===== src/rtl/ro_puf_counter.sv =====
// ro_puf_counter
// Ring-oscillator PUF measurement engine. Enables two rings, waits for them
// to settle, counts the rising edges of each over a fixed window, then
// compares the two counts to produce one PUF response bit.
//
// Ports:
//   clk        - system clock, everything on its rising edge
//   reset      - synchronous, active-high reset
//   start      - one-cycle measurement request, honoured only in IDLE
//   challenge  - ring select vector, latched when start is accepted
//   ro_a/ro_b  - asynchronous ring oscillator outputs
//   ro_en      - enable to both rings, high during SETTLE and COUNT
//   sel        - latched challenge, driven to the ring LUT selects
//   busy       - high from the accepted start until done
//   done       - one-cycle pulse when response/tie/counts are valid
//   response   - 1 when count_a > count_b
//   tie        - 1 when count_a == count_b
//   count_a/b  - final saturating edge counts of each ring

module ro_puf_counter #(
  parameter int N_STAGES   = 8,
  parameter int CNT_W      = 16,
  parameter int SETTLE_CYC = 16,
  parameter int WINDOW_CYC = 4096
) (
  input  logic                clk,
  input  logic                reset,
  input  logic                start,
  input  logic [N_STAGES-1:0] challenge,
  input  logic                ro_a,
  input  logic                ro_b,
  output logic                ro_en,
  output logic [N_STAGES-1:0] sel,
  output logic                busy,
  output logic                done,
  output logic                response,
  output logic                tie,
  output logic [CNT_W-1:0]    count_a,
  output logic [CNT_W-1:0]    count_b
);

  // The timer must reach the last cycle of the longer phase, plus one spare
  // value so the increment in the final COUNT cycle cannot overflow.
  localparam int TIMER_MAX = (SETTLE_CYC > WINDOW_CYC) ? SETTLE_CYC : WINDOW_CYC;
  localparam int TIMER_W   = $clog2(TIMER_MAX + 1);
  localparam logic [TIMER_W-1:0] SETTLE_LAST = TIMER_W'(SETTLE_CYC - 1);
  localparam logic [TIMER_W-1:0] WINDOW_LAST = TIMER_W'(WINDOW_CYC - 1);

  typedef enum logic [2:0] {
    S_IDLE,
    S_SETTLE,
    S_COUNT,
    S_COMPARE,
    S_DONE
  } state_t;

  state_t state;
  state_t next_state;

  logic [TIMER_W-1:0] timer;

  logic a_meta, a_sync, a_prev;
  logic b_meta, b_sync, b_prev;
  logic edge_a, edge_b;

  // Two-flop synchronizers for the asynchronous ring outputs, followed by one
  // extra registered sample used to detect rising edges.
  always_ff @(posedge clk) begin
    if (reset) begin
      a_meta <= 1'b0;
      a_sync <= 1'b0;
      a_prev <= 1'b0;
      b_meta <= 1'b0;
      b_sync <= 1'b0;
      b_prev <= 1'b0;
    end else begin
      a_meta <= ro_a;
      a_sync <= a_meta;
      a_prev <= a_sync;
      b_meta <= ro_b;
      b_sync <= b_meta;
      b_prev <= b_sync;
    end
  end

  assign edge_a = a_sync & ~a_prev;
  assign edge_b = b_sync & ~b_prev;

  // State register.
  always_ff @(posedge clk) begin
    if (reset) begin
      state <= S_IDLE;
    end else begin
      state <= next_state;
    end
  end

  // Next-state logic. start is only looked at in IDLE, so a stray pulse
  // during a measurement has no effect.
  always_comb begin
    next_state = state;
    case (state)
      S_IDLE:    if (start) next_state = S_SETTLE;
      S_SETTLE:  if (timer == SETTLE_LAST) next_state = S_COUNT;
      S_COUNT:   if (timer == WINDOW_LAST) next_state = S_COMPARE;
      S_COMPARE: next_state = S_DONE;
      S_DONE:    next_state = S_IDLE;
      default:   next_state = S_IDLE;
    endcase
  end

  // Control outputs decode straight from the state, so ro_en falls in the
  // very cycle the FSM enters COMPARE.
  always_comb begin
    ro_en = 1'b0;
    busy  = 1'b0;
    done  = 1'b0;
    case (state)
      S_SETTLE, S_COUNT: begin
        ro_en = 1'b1;
        busy  = 1'b1;
      end
      S_COMPARE: busy = 1'b1;
      S_DONE:    done = 1'b1;
      default: ;
    endcase
  end

  // Datapath: challenge latch, phase timer, saturating counters and the
  // registered comparison. Results stay untouched outside the active phases
  // so they hold from done until the next accepted start.
  always_ff @(posedge clk) begin
    if (reset) begin
      sel      <= '0;
      timer    <= '0;
      count_a  <= '0;
      count_b  <= '0;
      response <= 1'b0;
      tie      <= 1'b0;
    end else begin
      case (state)
        S_IDLE: begin
          if (start) begin
            sel      <= challenge;
            timer    <= '0;
            count_a  <= '0;
            count_b  <= '0;
            response <= 1'b0;
            tie      <= 1'b0;
          end
        end
        S_SETTLE: begin
          if (timer == SETTLE_LAST) begin
            timer <= '0;
          end else begin
            timer <= timer + 1'b1;
          end
        end
        S_COUNT: begin
          timer <= timer + 1'b1;
          if (edge_a && (count_a != {CNT_W{1'b1}})) begin
            count_a <= count_a + 1'b1;
          end
          if (edge_b && (count_b != {CNT_W{1'b1}})) begin
            count_b <= count_b + 1'b1;
          end
        end
        S_COMPARE: begin
          timer    <= '0;
          response <= (count_a > count_b);
          tie      <= (count_a == count_b);
        end
        default: ;
      endcase
    end
  end

endmodule


===== config.mk =====
export PLATFORM = sky130hd
export DESIGN_NAME = ro_puf_counter
export DESIGN_NICKNAME = d
export VERILOG_FILES = /design/src/rtl/ro_puf_counter.sv
export SDC_FILE = /design/constraint.sdc
export NUM_CORES = 1
export LEC_CHECK = 0
export BUFFER_PORTS_ARGS = -buffer_cell sky130_fd_sc_hd__buf_2
export CAP_MARGIN = 20
export CORE_MARGIN = 2
export CORE_UTILIZATION = 56
export DETAILED_ROUTE_END_ITERATION = 12
export PLACE_DENSITY = 0.81
export SKIP_LAST_GASP = 1
export SYNTH_ARGS = -nofsm -noshare
export SYNTH_HDL_FRONTEND = slang
export SYNTH_SLANG_ARGS = --single-unit

===== constraint.sdc =====
create_clock -name clk -period 2.3 [get_ports clk]
set_clock_uncertainty 0.05 [all_clocks]
set_input_delay 0.23 -clock clk [delete_from_list [all_inputs] [get_ports clk]]
set_output_delay 0.23 -clock clk [all_outputs]
set_load 0.02 [all_outputs]

==> out/qor.txt, run 1 <==
status: completed
min Tclk post-route: 2.11 ns
vias in the first global route: 3055
gpl congestion: 0.896
Post-Syn Nets: 456
Synth Area in Simple Gates: 0.287
TritonCTS Sinks: 64
adder-cell share of the synthesized area: 0.0687
Die X: 82.6 um
Max Root-Sink Buffers: 2
critical path required time: 2.50 ns
Mapped Cells: 424
pin count of the biggest net entering global routing: 18
worst-margin pin slew: 0.612 ns
DP HPWL: 6320 um
antenna violations before repair: 0
cell taking the most area after synthesis: dfxtp_1
Min Hold Slack: 0.0488 ns
Worst Path Max Fanout: 12
Netlist cell types: 58
Cell Area, Synth: 0.00346 mm^2
DRT Wirelength: 8830 um
Worst-path clk slew: 0.07 ns
antenna viol nets, final: 0
Max-Cap Viols: 0
Fin. Hold Viols: 0
Die Y: 82.6 um
CTS tree: built
main combinational cell family by area after synthesis: simple AND/OR/NAND/NOR gates
Area growth syn-to-layout: 16.3%
reg2reg path depth: 5
final setup violating endpoints: 0
Critical Path Source: state[1]
num rows: 28
Starting DRT DRC Count: 304
vias per cell: 6.13
synth warn: 0
total power: 2.44 mW
Post-Syn Area per Cell: 8.17 um^2
VDD IR-drop max: 497 uV
Min-Delay Path Depth: 2
post-synthesis mux area share: 0.00325
Initial Util: 0.581
Period Utilization, post-route: 0.919
grt ovf: 0
Core ar.: 0.00596 mm^2
drt wl/cell: 15.6 um
share of the synthesized area in the top cell type: 0.370
Vias: 3465
Die ar.: 0.00683 mm^2
post-CTS setup buffer count: 0
root buf cell: clkbuf_8
clk_lat worst skew: 0.35 ns
xor/xnor share of the synthesized area: 0.0329
ys async rst share: 0
Min-Delay Path Class: primary input to flop
ys flop type: dfxtp_1
CTS buffer count: 9
Hold Startpoint: ro_a
Worst Setup Start Kind: flop
final slew viol count: 0
synth top area cells: dfxtp_1, ha_1, a21oi_1, nand2_1, o21ai_0
DRC Markers: 0
Initial DRT Pass Iterations: 5
reg2reg start: state[1]
FMAX: 473 MHz
CP Capture Type: flop
CP Data Arrival Time: 2.31 ns
port bufs: 57
Post-Route Setup TNS: 0 ns
top-count cell post-synth: dfxtp_1
Compound-Gate Fraction of Synth Area: 0.196
sequential-to-total area share from yosys stat: 0.370
leak pwr: 1.69 nW
Rel. slew slack: 0.591
Total GRT Usage: 0.269
P per Cell Area: 607 mW/mm^2
Nets: 518
synthesized flop and latch total: 64
RSZ-0062 raised after global routing: no
share of cells above drive strength 1: 0.204
Cell Count, Final, Fillers Out: 565
first-pass GRT wire length: 14100 um
top post-synthesis cells by count: dfxtp_1, nand2_1, a21oi_1
dpl cells: 550
H-Tree Depth: 3
# IOs: 58
WS Path Type: flop to flop
EDFF count, synth: 0
diode count: 0
metal layers:
metal	vias to the layer above	GRT usage	routed length, um
met5	-	0	0
met3	16	0.0467	559
met2	160	0.440	4130
met1	1609	0.347	3990
met4	0	0.116	156
li1	1680	-	-
placed cells by master, fill, tap and decap left out, types with 5 or more instances in the layout:
master	n
a21o_1	5
buf_2	57
nor3_1	8
a21oi_1	39
xor2_1	9
nand2_1	51
nor2_1	38
dfxtp_1	64
nand3_1	20
clkbuf_8	10
and3_1	8
nor2b_1	8
o21ai_0	30
and4_1	9
buf_4	8
nand4_1	13
a31oi_1	9
o31ai_1	6
inv_1	19
ha_1	19
logic make-up (layout without fill, tap and decap cells):
group / after synthesis / count (layout)
AO/OA/AOI/OAI: 111 / 111
multiplexers: 1 / 1
XOR/XNOR: 13 / 13
flip-flops: 64 / 64
buffers and inverters: 33 / 99
adder cells (fa/ha/maj): 19 / 19
AND/OR/NAND/NOR: 183 / 183
worst paths after layout:
kind | to | slack (ns)
hold reg to reg | b_sync | 0.39
setup / recovery | count_b[13] | 0.19
hold / removal | a_meta | 0.05
setup reg to reg | count_b[13] | 0.19
registers in the layout (all words and copies together) (netlist names):
signal	cells
a_meta	1
a_prev	1
a_sync	1
b_meta	1
b_prev	1
b_sync	1
count_a	16
count_b	16
response	1
sel	8
state	3
tie	1
timer	13
power breakdown:
part / leakage [nW] / switching, mW / internal [mW] / total [mW]
Clock: 0.0989 / 0.432 / 0.519 / 0.951
Sequential: 0.518 / 0.0346 / 1.14 / 1.17
Combinational: 1.07 / 0.213 / 0.107 / 0.320
area by class of cell:
cell class | instances | area, um^2
timing repair buffer | 65 | 345
tap | 75 | 93.8
sequential | 64 | 1280
fill | 524 | 1930
multi-input combinational | 327 | 2050
clock inverter | 4 | 45.0
clock buffer | 11 | 141
inverter | 19 | 71.3
critical path, stage by stage (launching register included):
cell      delay, ns
dfxtp_1        0.58
nor3b_4        0.49
nand2b_2       0.22
nor3_4         0.37
nand2_2        0.11
o41ai_2        0.21
timing repair:
| item | 4_1_cts | 5_1_grt |
|---|---|---|
| endpoints found under the setup margin | 0 | 14 |
| hold buffers | 0 | 0 |
| resized for setup | 0 | 2 |
stage by stage:
stage	utilization	area [um^2]	setup slack (ns)
after global routing	0.676	4030	0.0438
after detailed placement	0.643	3830	0.195
after floorplan	-	3460	0.455
final	0.676	4030	0.186
after CTS	0.674	4010	0.194
after global placement	0.643	3830	0.226
Power figures use the tool's default switching activity.
==> inputs of run 2 (changes only) <==
CORE_MARGIN = 4   (was 2)
CTS_BUF_LIST = sky130_fd_sc_hd__clkbuf_8 sky130_fd_sc_hd__clkbuf_16   (was default)
==> run 2 against run 1 <==
  * Combinational power decreased by 1%
  * Worst hold slack about the same
  * Critical path depth is the same
  * Largest cell class unchanged
  * Power up 7.4%
  * Die area rose by 9.9%
  * Largest power group unchanged
  * Clock power rose by 19%
  * Count of clock-buffer cells in the layout fell by 2
  * Wire length shrank 1.8%
  * Sequential share of layout area is 0.28 points lower
  * Non-clock buffer count down 1
==> out/qor.txt, run 2 (synthesis results as in run 1) <==
post-CTS setup buffer count: 0
Core ar.: 0.00596 mm^2
worst-path cell chain: nor3b_4, nand2b_2, nor3_4, nand2_2, o41ai_2
first-pass GRT wire length: 14200 um
critical path required time: 2.50 ns
Vias: 3328
CTS hold repair buffers: 0
placed cell areas: 0.00382 mm^2
commonest non-fill, non-tap cell in the layout: dfxtp_1
Rel. slew slack: 0.615
RSZ-0062 raised after global routing: no
Die Y: 86.6 um
Total GRT Usage: 0.237
leak pwr: 1.71 nW
CP Capture Type: flop
port bufs: 57
Buffers & Inverters on Critical Path: 0
status: completed
diode count: 0
DRT Wirelength: 8670 um
DRC Markers: 0
Die ar.: 0.00750 mm^2
Hold Startpoint: ro_a
TritonCTS Sinks: 64
Area growth syn-to-layout: 17.3%
Fill cells: 482
biggest registers after layout: count_a x16, count_b x16, timer x13
Nets: 517
drt wl/cell: 15.3 um
Worst R2R Setup Slack: 0.18 ns
antenna violations before repair: 0
Min-Delay Path Depth: 2
Hold Path End: a_meta
Period Utilization, post-route: 0.922
CTS tree: built
Max Root-Sink Buffers: 2
Initial Util: 0.581
DP HPWL: 6400 um
Worst Path Max Fanout: 12
gpl congestion: 0.859
CTS buffer count: 9
CP max stage cell: dfxtp_1
Worst-path clk slew: 0.07 ns
Post-Route Setup TNS: 0 ns
# IOs: 58
Fin. Hold Viols: 0
CP Data Arrival Time: 2.32 ns
Starting DRT DRC Count: 326
total power: 2.63 mW
share of cells above drive strength 1: 0.204
vias per cell: 5.89
commonest cells after routing, fill and taps aside: dfxtp_1, buf_2, nand2_1, a21oi_1, nor2_1
pin count of the biggest net entering global routing: 18
VDD IR-drop max: 424 uV
Max-Cap Viols: 0
vias in the first global route: 3037
root buf cell: clkbuf_8
final setup violating endpoints: 0
Worst Setup Start Kind: flop
crit-path max cell delay: 0.60 ns
r2r endpoint: count_b[13]
worst-margin pin slew: 0.577 ns
grt ovf: 0
reg2reg start: state[1]
final slew viol count: 0
Die X: 86.6 um
num rows: 28
WS Path Type: flop to flop
P per Cell Area: 646 mW/mm^2
H-Tree Depth: 3
clk_lat worst skew: 0.34 ns
post-cts resize count: 0
Min-Delay Path Class: primary input to flop
min Tclk post-route: 2.12 ns
Final Instance Area: 0.00406 mm^2
Initial DRT Pass Iterations: 5
antenna viol nets, final: 0
FMAX: 471 MHz
Top delay family on crit path: simple AND/OR/NAND/NOR gates
reg2reg path depth: 5
[run 2: cell count changes in the layout (fill, tap and decap cells not counted), sizes merged]
cell    change
bufinv      +2
clkbuf      -2
clkinv      +1
buf         -1
[run 2: how the worst max path moves through the flow]
stage	start	end	slack (ns)	depth (start not counted)
floorplan	count_b[0]	count_b[6]	0.46	6
global placement	state[1]	count_b[13]	0.24	5
detailed placement	state[1]	count_b[13]	0.20	5
CTS	state[1]	count_b[13]	0.18	5
global route	state[1]	count_b[13]	0.02	5
finish	state[1]	count_b[13]	0.18	5
[run 2: routing by layer]
layer  vias up  track usage  routed length, um
met2       109        0.386               4150
met1      1527        0.301               3820
met3        15       0.0542                555
li1       1677            -                  -
met4         0       0.0963                141
met5         -            0                  0
[run 2: final cells by class]
type | instances | area [um^2] | share of cell area
Multi-Input combinational cell | 327 | 2040 | 0.503
Sequential cell | 64 | 1280 | 0.315
Timing Repair Buffer | 64 | 338 | 0.0832
Clock buffer | 9 | 124 | 0.0305
Clock inverter | 7 | 110 | 0.0271
Tap cell | 75 | 93.8 | 0.0231
Inverter | 19 | 71.3 | 0.0176
[run 2: report_power, final]
| part | internal (mW) | switching, mW | leakage, nW | total [mW] |
|---|---|---|---|---|
| Combinational | 0.106 | 0.210 | 1.07 | 0.316 |
| Clock | 0.712 | 0.423 | 0.123 | 1.13 |
| Sequential | 1.14 | 0.0360 | 0.518 | 1.17 |
| Total | 1.96 | 0.669 | 1.71 | 2.63 |
[run 2: metrics by stage]
step                setup WS [ns]  hold slack [ns]  std cells   util
detailed placement          0.201            0.372        549  0.641
floorplan                   0.455            0.308        424      -
finish                      0.179           0.0484        565  0.682
global placement            0.245            0.366        549  0.641
global route               0.0153           0.0534        565  0.682
CTS                         0.179           0.0413        565  0.681
